## src/rtl/chs_pkg.sv

```systemverilog
// chs_pkg: shared constants for the cooler/heater power ramp.
//   - FSM state encoding (IDLE, RAMP, DRAIN, HOLD)
//   - applied-mode encoding (heat = 1, cool = 0)
package chs_pkg;

    localparam int unsigned CHS_ST_W = 2;

    localparam logic [CHS_ST_W-1:0] CHS_ST_IDLE  = 2'd0;
    localparam logic [CHS_ST_W-1:0] CHS_ST_RAMP  = 2'd1;
    localparam logic [CHS_ST_W-1:0] CHS_ST_DRAIN = 2'd2;
    localparam logic [CHS_ST_W-1:0] CHS_ST_HOLD  = 2'd3;

    localparam logic CHS_MODE_HEAT = 1'b1;
    localparam logic CHS_MODE_COOL = 1'b0;

endpackage

```

## src/rtl/chs_power_ramp_popcount.sv

```systemverilog
// chs_popcount: combinational population count of the configuration word.
//   conf    [CONF_W-1:0] : configuration word
//   count_c [PWR_W-1:0]  : number of set bits (full width, never truncated)
module chs_popcount
    import chs_pkg::*;
#(
    parameter int unsigned CONF_W = 8,
    parameter int unsigned PWR_W  = $clog2(CONF_W + 1)
) (
    input  logic [CONF_W-1:0] conf,
    output logic [PWR_W-1:0]  count_c
);

    always_comb begin
        count_c = '0;
        for (int i = 0; i < CONF_W; i++) begin
            count_c = count_c + PWR_W'(conf[i]);
        end
    end

endmodule

```

## src/rtl/chs_power_ramp.sv

```systemverilog
// chs_power_ramp: applies a cooler/heater power setting derived from a
// configuration word (power = popcount, mode = power LSB).
//   clk, rst          : clock, asynchronous active-high reset
//   chs_conf_valid/chs_conf/chs_conf_ready : configuration handshake
//   chs_power         : applied power, 0..CONF_W
//   chs_mode          : applied mode, heat = 1, cool = 0
//   chs_busy          : high while ramping or draining
//   chs_done          : one-cycle pulse when the applied state reaches target
// Build option CHS_SOFT_START_EN: when defined, power ramps one step every
// RAMP_DIV cycles and drains to zero before a mode change; when undefined,
// the target is applied in a single step one edge after acceptance.
module chs_power_ramp
    import chs_pkg::*;
#(
    parameter int unsigned CONF_W   = 8,
    parameter int unsigned RAMP_DIV = 4,
    localparam int unsigned PWR_W   = $clog2(CONF_W + 1)
) (
    input  logic              clk,
    input  logic              rst,
    input  logic              chs_conf_valid,
    input  logic [CONF_W-1:0] chs_conf,
    output logic              chs_conf_ready,
    output logic [PWR_W-1:0]  chs_power,
    output logic              chs_mode,
    output logic              chs_busy,
    output logic              chs_done
);

    localparam int unsigned PRESC_W = (RAMP_DIV > 1) ? $clog2(RAMP_DIV) : 1;

    logic [CHS_ST_W-1:0] state, state_n;
    logic [PRESC_W-1:0]  presc, presc_n;
    logic [PWR_W-1:0]    tgt_power, tgt_power_n;
    logic                tgt_mode, tgt_mode_n;
    logic [PWR_W-1:0]    power_n;
    logic                mode_n;
    logic                done_n;
    logic                pend, pend_n;
    logic                tick;
    logic                conf_mode;
    logic [PWR_W-1:0]    conf_power_c;

    chs_popcount #(
        .CONF_W (CONF_W),
        .PWR_W  (PWR_W)
    ) u_popcount (
        .conf    (chs_conf),
        .count_c (conf_power_c)
    );

    // State and output registers
    always_ff @(posedge clk or posedge rst) begin
        if (rst) begin
            state          <= CHS_ST_IDLE;
            presc          <= '0;
            tgt_power      <= '0;
            tgt_mode       <= CHS_MODE_COOL;
            pend           <= 1'b0;
            chs_power      <= '0;
            chs_mode       <= CHS_MODE_COOL;
            chs_done       <= 1'b0;
            chs_busy       <= 1'b0;
            chs_conf_ready <= 1'b1;
        end else begin
            state          <= state_n;
            presc          <= presc_n;
            tgt_power      <= tgt_power_n;
            tgt_mode       <= tgt_mode_n;
            pend           <= pend_n;
            chs_power      <= power_n;
            chs_mode       <= mode_n;
            chs_done       <= done_n;
            chs_busy       <= (state_n == CHS_ST_RAMP) || (state_n == CHS_ST_DRAIN);
            chs_conf_ready <= (state_n == CHS_ST_IDLE) || (state_n == CHS_ST_HOLD);
        end
    end

    // Next-state and next-output logic
    always_comb begin
        state_n     = state;
        presc_n     = presc;
        tgt_power_n = tgt_power;
        tgt_mode_n  = tgt_mode;
        power_n     = chs_power;
        mode_n      = chs_mode;
        pend_n      = 1'b0;
        done_n      = 1'b0;
        tick        = (presc == PRESC_W'(RAMP_DIV - 1));
        conf_mode   = conf_power_c[0] ? CHS_MODE_HEAT : CHS_MODE_COOL;

        // Single-step apply, one edge after acceptance (already-equal or no soft start)
        if (pend) begin
            power_n = tgt_power;
            mode_n  = tgt_mode;
            done_n  = 1'b1;
        end

        case (state)
            CHS_ST_IDLE, CHS_ST_HOLD: begin
                if (chs_conf_valid && chs_conf_ready) begin
                    tgt_power_n = conf_power_c;
                    tgt_mode_n  = conf_mode;
                    presc_n     = '0;
`ifdef CHS_SOFT_START_EN
                    if ((conf_mode != chs_mode) && (chs_power != '0)) begin
                        state_n = CHS_ST_DRAIN;
                    end else if (conf_power_c == chs_power) begin
                        state_n = CHS_ST_HOLD;
                        mode_n  = conf_mode;
                        pend_n  = 1'b1;
                    end else begin
                        // mode may only differ here when power is already 0
                        state_n = CHS_ST_RAMP;
                        mode_n  = conf_mode;
                    end
`else
                    state_n = CHS_ST_HOLD;
                    pend_n  = 1'b1;
`endif
                end
            end

            CHS_ST_RAMP: begin
                presc_n = tick ? '0 : presc + PRESC_W'(1);
                if (tick) begin
                    if (chs_power < tgt_power) begin
                        power_n = chs_power + PWR_W'(1);
                    end else if (chs_power > tgt_power) begin
                        power_n = chs_power - PWR_W'(1);
                    end
                    if (power_n == tgt_power) begin
                        state_n = CHS_ST_HOLD;
                        done_n  = 1'b1;
                    end
                end
            end

            CHS_ST_DRAIN: begin
                presc_n = tick ? '0 : presc + PRESC_W'(1);
                if (tick && (chs_power != '0)) begin
                    power_n = chs_power - PWR_W'(1);
                    // mode flips only on the edge that lands on zero power
                    if (power_n == '0) begin
                        mode_n = tgt_mode;
                        if (tgt_power == '0) begin
                            state_n = CHS_ST_HOLD;
                            done_n  = 1'b1;
                        end else begin
                            state_n = CHS_ST_RAMP;
                        end
                    end
                end
            end

            default: state_n = CHS_ST_IDLE;
        endcase
    end

endmodule

```

## config.mk

```make
export PLATFORM = sky130hd
export DESIGN_NAME = chs_power_ramp
export DESIGN_NICKNAME = d
export VERILOG_FILES = /design/src/rtl/chs_pkg.sv /design/src/rtl/chs_power_ramp_popcount.sv /design/src/rtl/chs_power_ramp.sv
export SDC_FILE = /design/constraint.sdc
export NUM_CORES = 1
export LEC_CHECK = 0
export BUFFER_PORTS_ARGS = -buffer_cell sky130_fd_sc_hd__buf_2
export CORE_MARGIN = 2
export CORE_UTILIZATION = 50
export DETAILED_ROUTE_END_ITERATION = 6
export GPL_TIMING_DRIVEN = 0
export PLACE_DENSITY = 0.73
export SLEW_MARGIN = 5
export SYNTH_ARGS = -nofsm -noshare
export SYNTH_HDL_FRONTEND = slang
export SYNTH_SLANG_ARGS = --single-unit
```

## constraint.sdc

```tcl
create_clock -name clk -period 2.4 [get_ports clk]
set_clock_uncertainty 0.05 [all_clocks]
set_input_delay 0.12 -clock clk [delete_from_list [all_inputs] [get_ports clk]]
set_output_delay 0.12 -clock clk [all_outputs]
set_load 0.02 [all_outputs]
```

==> flow_metrics.env <==
export IMPL_status="completed"
export IMPL_yosys_warnings=0
export IMPL_finalCriticalPeriod_ps=2400
export IMPL_pwr_share_clk_pct=7.9
export IMPL_dominantRegCellSynth="dfrtp_1"
export IMPL_clock_sinks=17
export IMPL_cp_start_kind="flop"
export IMPL_path_clk_slew_ps=100
export IMPL_cts_tree="done"
export IMPL_hp_start="chs_conf_valid"
export IMPL_dp_hpwl_um=2930
export IMPL_rows=20
export IMPL_place_area_um2=1770
export IMPL_routabilityCongestion=0.869
export IMPL_n_fill_cell=241
export IMPL_async_flop_share_pct=100
export IMPL_max_slew_margin_pct=57.6
export IMPL_ios=19
export IMPL_p_sw_share_pct=44.2
export IMPL_syn_inst=180
export IMPL_synthTopCellsByArea="dfrtp_1 (25%), ha_1 (10%), inv_1 (5.7%)"
export IMPL_numCtsBuffers=3
export IMPL_grt_pass1_wl_um=6730
export IMPL_core_area_um2=3030
export IMPL_slowest_delay_ps=560
export IMPL_track_usage_pct=25.2
export IMPL_drv_cap=0
export IMPL_finalWirelength_um=4170
export IMPL_stdcell_area_um2=2100
export IMPL_timing_rr_start="tgt_power[2]"
export IMPL_crit_slowest_cell="or4_1"
export IMPL_cellLeakagePower_nw=0.941
export IMPL_fin_tns_setup_ps=0
export IMPL_synth_fp_nets=208
export IMPL_diodes=0
export IMPL_power_density_nw_per_um2=940
export IMPL_synth_seq_cells=17
export IMPL_cts_max_path_buffers=2
export IMPL_netSwitchingPower_w=0.000874
export IMPL_synth_avg_cell_area_um2=8.83
export IMPL_crit_chain="inv_1 > ha_4 > nand4_4 > or4_1 > nand3_1 > a311o_1 > buf_4 > a2111oi_4 > a221o_1"
export IMPL_clock_latency_ps=300
export IMPL_synth_top_area_share_pct=25.2
export IMPL_drive_gt1_share_pct=36.7
export IMPL_syn_area_um2=1590
export IMPL_vias=1514
export IMPL_first_pass_iters=4
export IMPL_path_max_fanout=8
export IMPL_hold_path_class="input port to flop"
export IMPL_timing_fmax_mhz=417
export IMPL_ys_types=48
export IMPL_viasPerCell=5.71
export IMPL_internal_power_w=0.00110
export IMPL_synth_edf_count=0
export IMPL_dieArea_um2=3650
export IMPL_yosysSeqAreaShare_pct=26.8
export IMPL_max_vdd_ir_drop_mv=0.465
export IMPL_crit_type="flop to flop"
export IMPL_drc=0
export IMPL_numPortBuffers=18
export IMPL_final_setup_viol_count=0
export IMPL_nets=250
export IMPL_rsz0062_at_grt="yes"
export IMPL_combPwrFrac_pct=72.0
export IMPL_end_kind="flop"
export IMPL_root_buffer="clkbuf_4"
export IMPL_synth_area_leader_cell="dfrtp_1"
export IMPL_antenna_found_initial=0
export IMPL_drtIter0Drc=81
export IMPL_die_h_um=60.4
export IMPL_holdWs_ps=233
export IMPL_cp_startpoint="tgt_power[2]"
export IMPL_grt_pass1_vias=1435
export IMPL_initial_core_util_pct=52.5
export IMPL_final_hold_viol_count=0
export IMPL_ant_nets=0
export IMPL_cp_data_arrival_time_ps=2580
export IMPL_cts_max_level=1
export IMPL_layout_worst_path_cycle_share_pct=100
export IMPL_grt_overflow=0
export IMPL_die_width_um=60.4
export IMPL_slew_violations=0
export IMPL_grt_max_degree=18
export IMPL_area_growth_pct=32.2
export IMPL_worst_slew_pin_slew_ps=636
export IMPL_wl_per_cell_um=15.7
export IMPL_worstPathRequired_ps=2580
export IMPL_seqPwrFrac_pct=20.1
[metrics by stage]
step / utilization (%) / setup WS (ps) / total power, W / cells
floorplan: - / -7.95 / 0.00113 / 180
global placement: 58.6 / -179 / 0.00129 / 242
detailed placement: 58.6 / -257 / 0.00132 / 242
CTS: 62.1 / 9.88 / 0.00158 / 252
global route: 69.4 / -52.8 / 0.00211 / 265
finish: 69.4 / 0.697 / 0.00198 / 265
[power by group through the flow]
stage / registers (W) / clock network [W] / logic (W)
floorplan: 0.000439 / 0 / 0.000696
finish: 0.000397 / 0.000157 / 0.00142
global route: 0.000402 / 0.000179 / 0.00153
global placement: 0.000427 / 0 / 0.000863
CTS: 0.000393 / 0.000161 / 0.00102
detailed placement: 0.000431 / 0 / 0.000892
[Yosys cell counts, types with 2 or more instances]
library cell   n
a21o_1         2
a21oi_1       15
a221o_1        2
a22oi_1        2
a311o_1        2
buf_2          2
clkbuf_1       3
dfrtp_1       16
fa_1           4
ha_1          13
inv_1         24
mux2_2         2
mux2i_1        5
nand2_1       13
nand3_1        6
nor2_1         7
nor2b_1        3
nor3_1         2
o21a_1         2
o21ai_0       14
o22ai_1        4
o31ai_1        2
xnor2_1        7
xor2_1         4
[worst max-delay path, delay by kind of cell, from the launching register on]
kind                       cells  cell delay [ps]
DFF                            1              390
and+or+nand+nor                3              840
buffers and inverters          2              240
adders and majority gates      1              300
AOI/OAI and AO/OA              3              530
[placed cells by master, fill, tap and decap left out, types with 3 or more instances in the layout]
cell type	synthesis	routed
o21ai_0	14	11
clkbuf_4	0	3
nand3_1	6	5
a21oi_1	15	14
xor2_1	4	4
nor2_1	7	7
inv_2	0	4
xnor2_1	7	5
dfrtp_2	0	4
clkbuf_1	3	4
fa_1	4	3
buf_2	2	20
buf_4	0	17
o22ai_1	4	4
ha_4	0	5
o21ai_1	1	3
ha_1	13	8
inv_1	24	20
dfrtp_1	16	12
nand2_1	13	13
[layer usage]
metal / routed length, um / vias to the layer above / GRT usage, %
li1: - / 721 / -
met1: 1790 / 729 / 32.7
met2: 2110 / 55 / 42.9
met3: 177 / 9 / 2.56
met4: 90 / 0 / 10.5
met5: 0 / - / 0
[layout make-up]
type                       count  area [um^2]  share of cell area (%)
timing repair buffer          37          248                    11.8
buffer                         6         32.5                    1.55
multi-input combinational    132         1210                    57.8
tap                           44         55.1                    2.62
inverter                      25         93.8                    4.46
sequential                    17          432                    20.5
clock buffer                   4         26.3                    1.25
[state kept, by name, summed over array words and instances (netlist names)]
name and flops:
chs_busy 1, chs_conf_ready 1, chs_done 1, chs_mode 1, chs_power 4, pend 1, presc 2, state 2
tgt_power 4
[cells by family after synthesis]
family / count (synthesis) / share of synthesized area, %
buffers and inverters: 31 / 7.95
muxes: 8 / 5.98
xor gates and xnor gates: 11 / 6.06
AOI/OAI and AO/OA: 57 / 24.2
DFF: 17 / 26.8
and+or+nand+nor: 39 / 13.8
adders and majority gates: 17 / 15.3
[repair_timing]
action | CTS | global route
gates resized for setup | 5 | 25
hold buffers | 1 | 0
pin swaps | 5 | 16
hold endpoints to repair | 16 | 0
endpoints found under the setup margin | 4 | 5
setup buffers | 5 | 13
[path summary, 6_finish.rpt]
path,slack [ps],cells past startpoint,to
max,0.7,9,chs_conf_ready
min,230,4,presc[1]
max reg2reg,0.7,9,chs_conf_ready
min reg2reg,470,1,chs_mode
max in group asynchronous,1470,3,tgt_power[1]
min in group asynchronous,390,3,chs_busy
(Power assumes the default switching activity.)
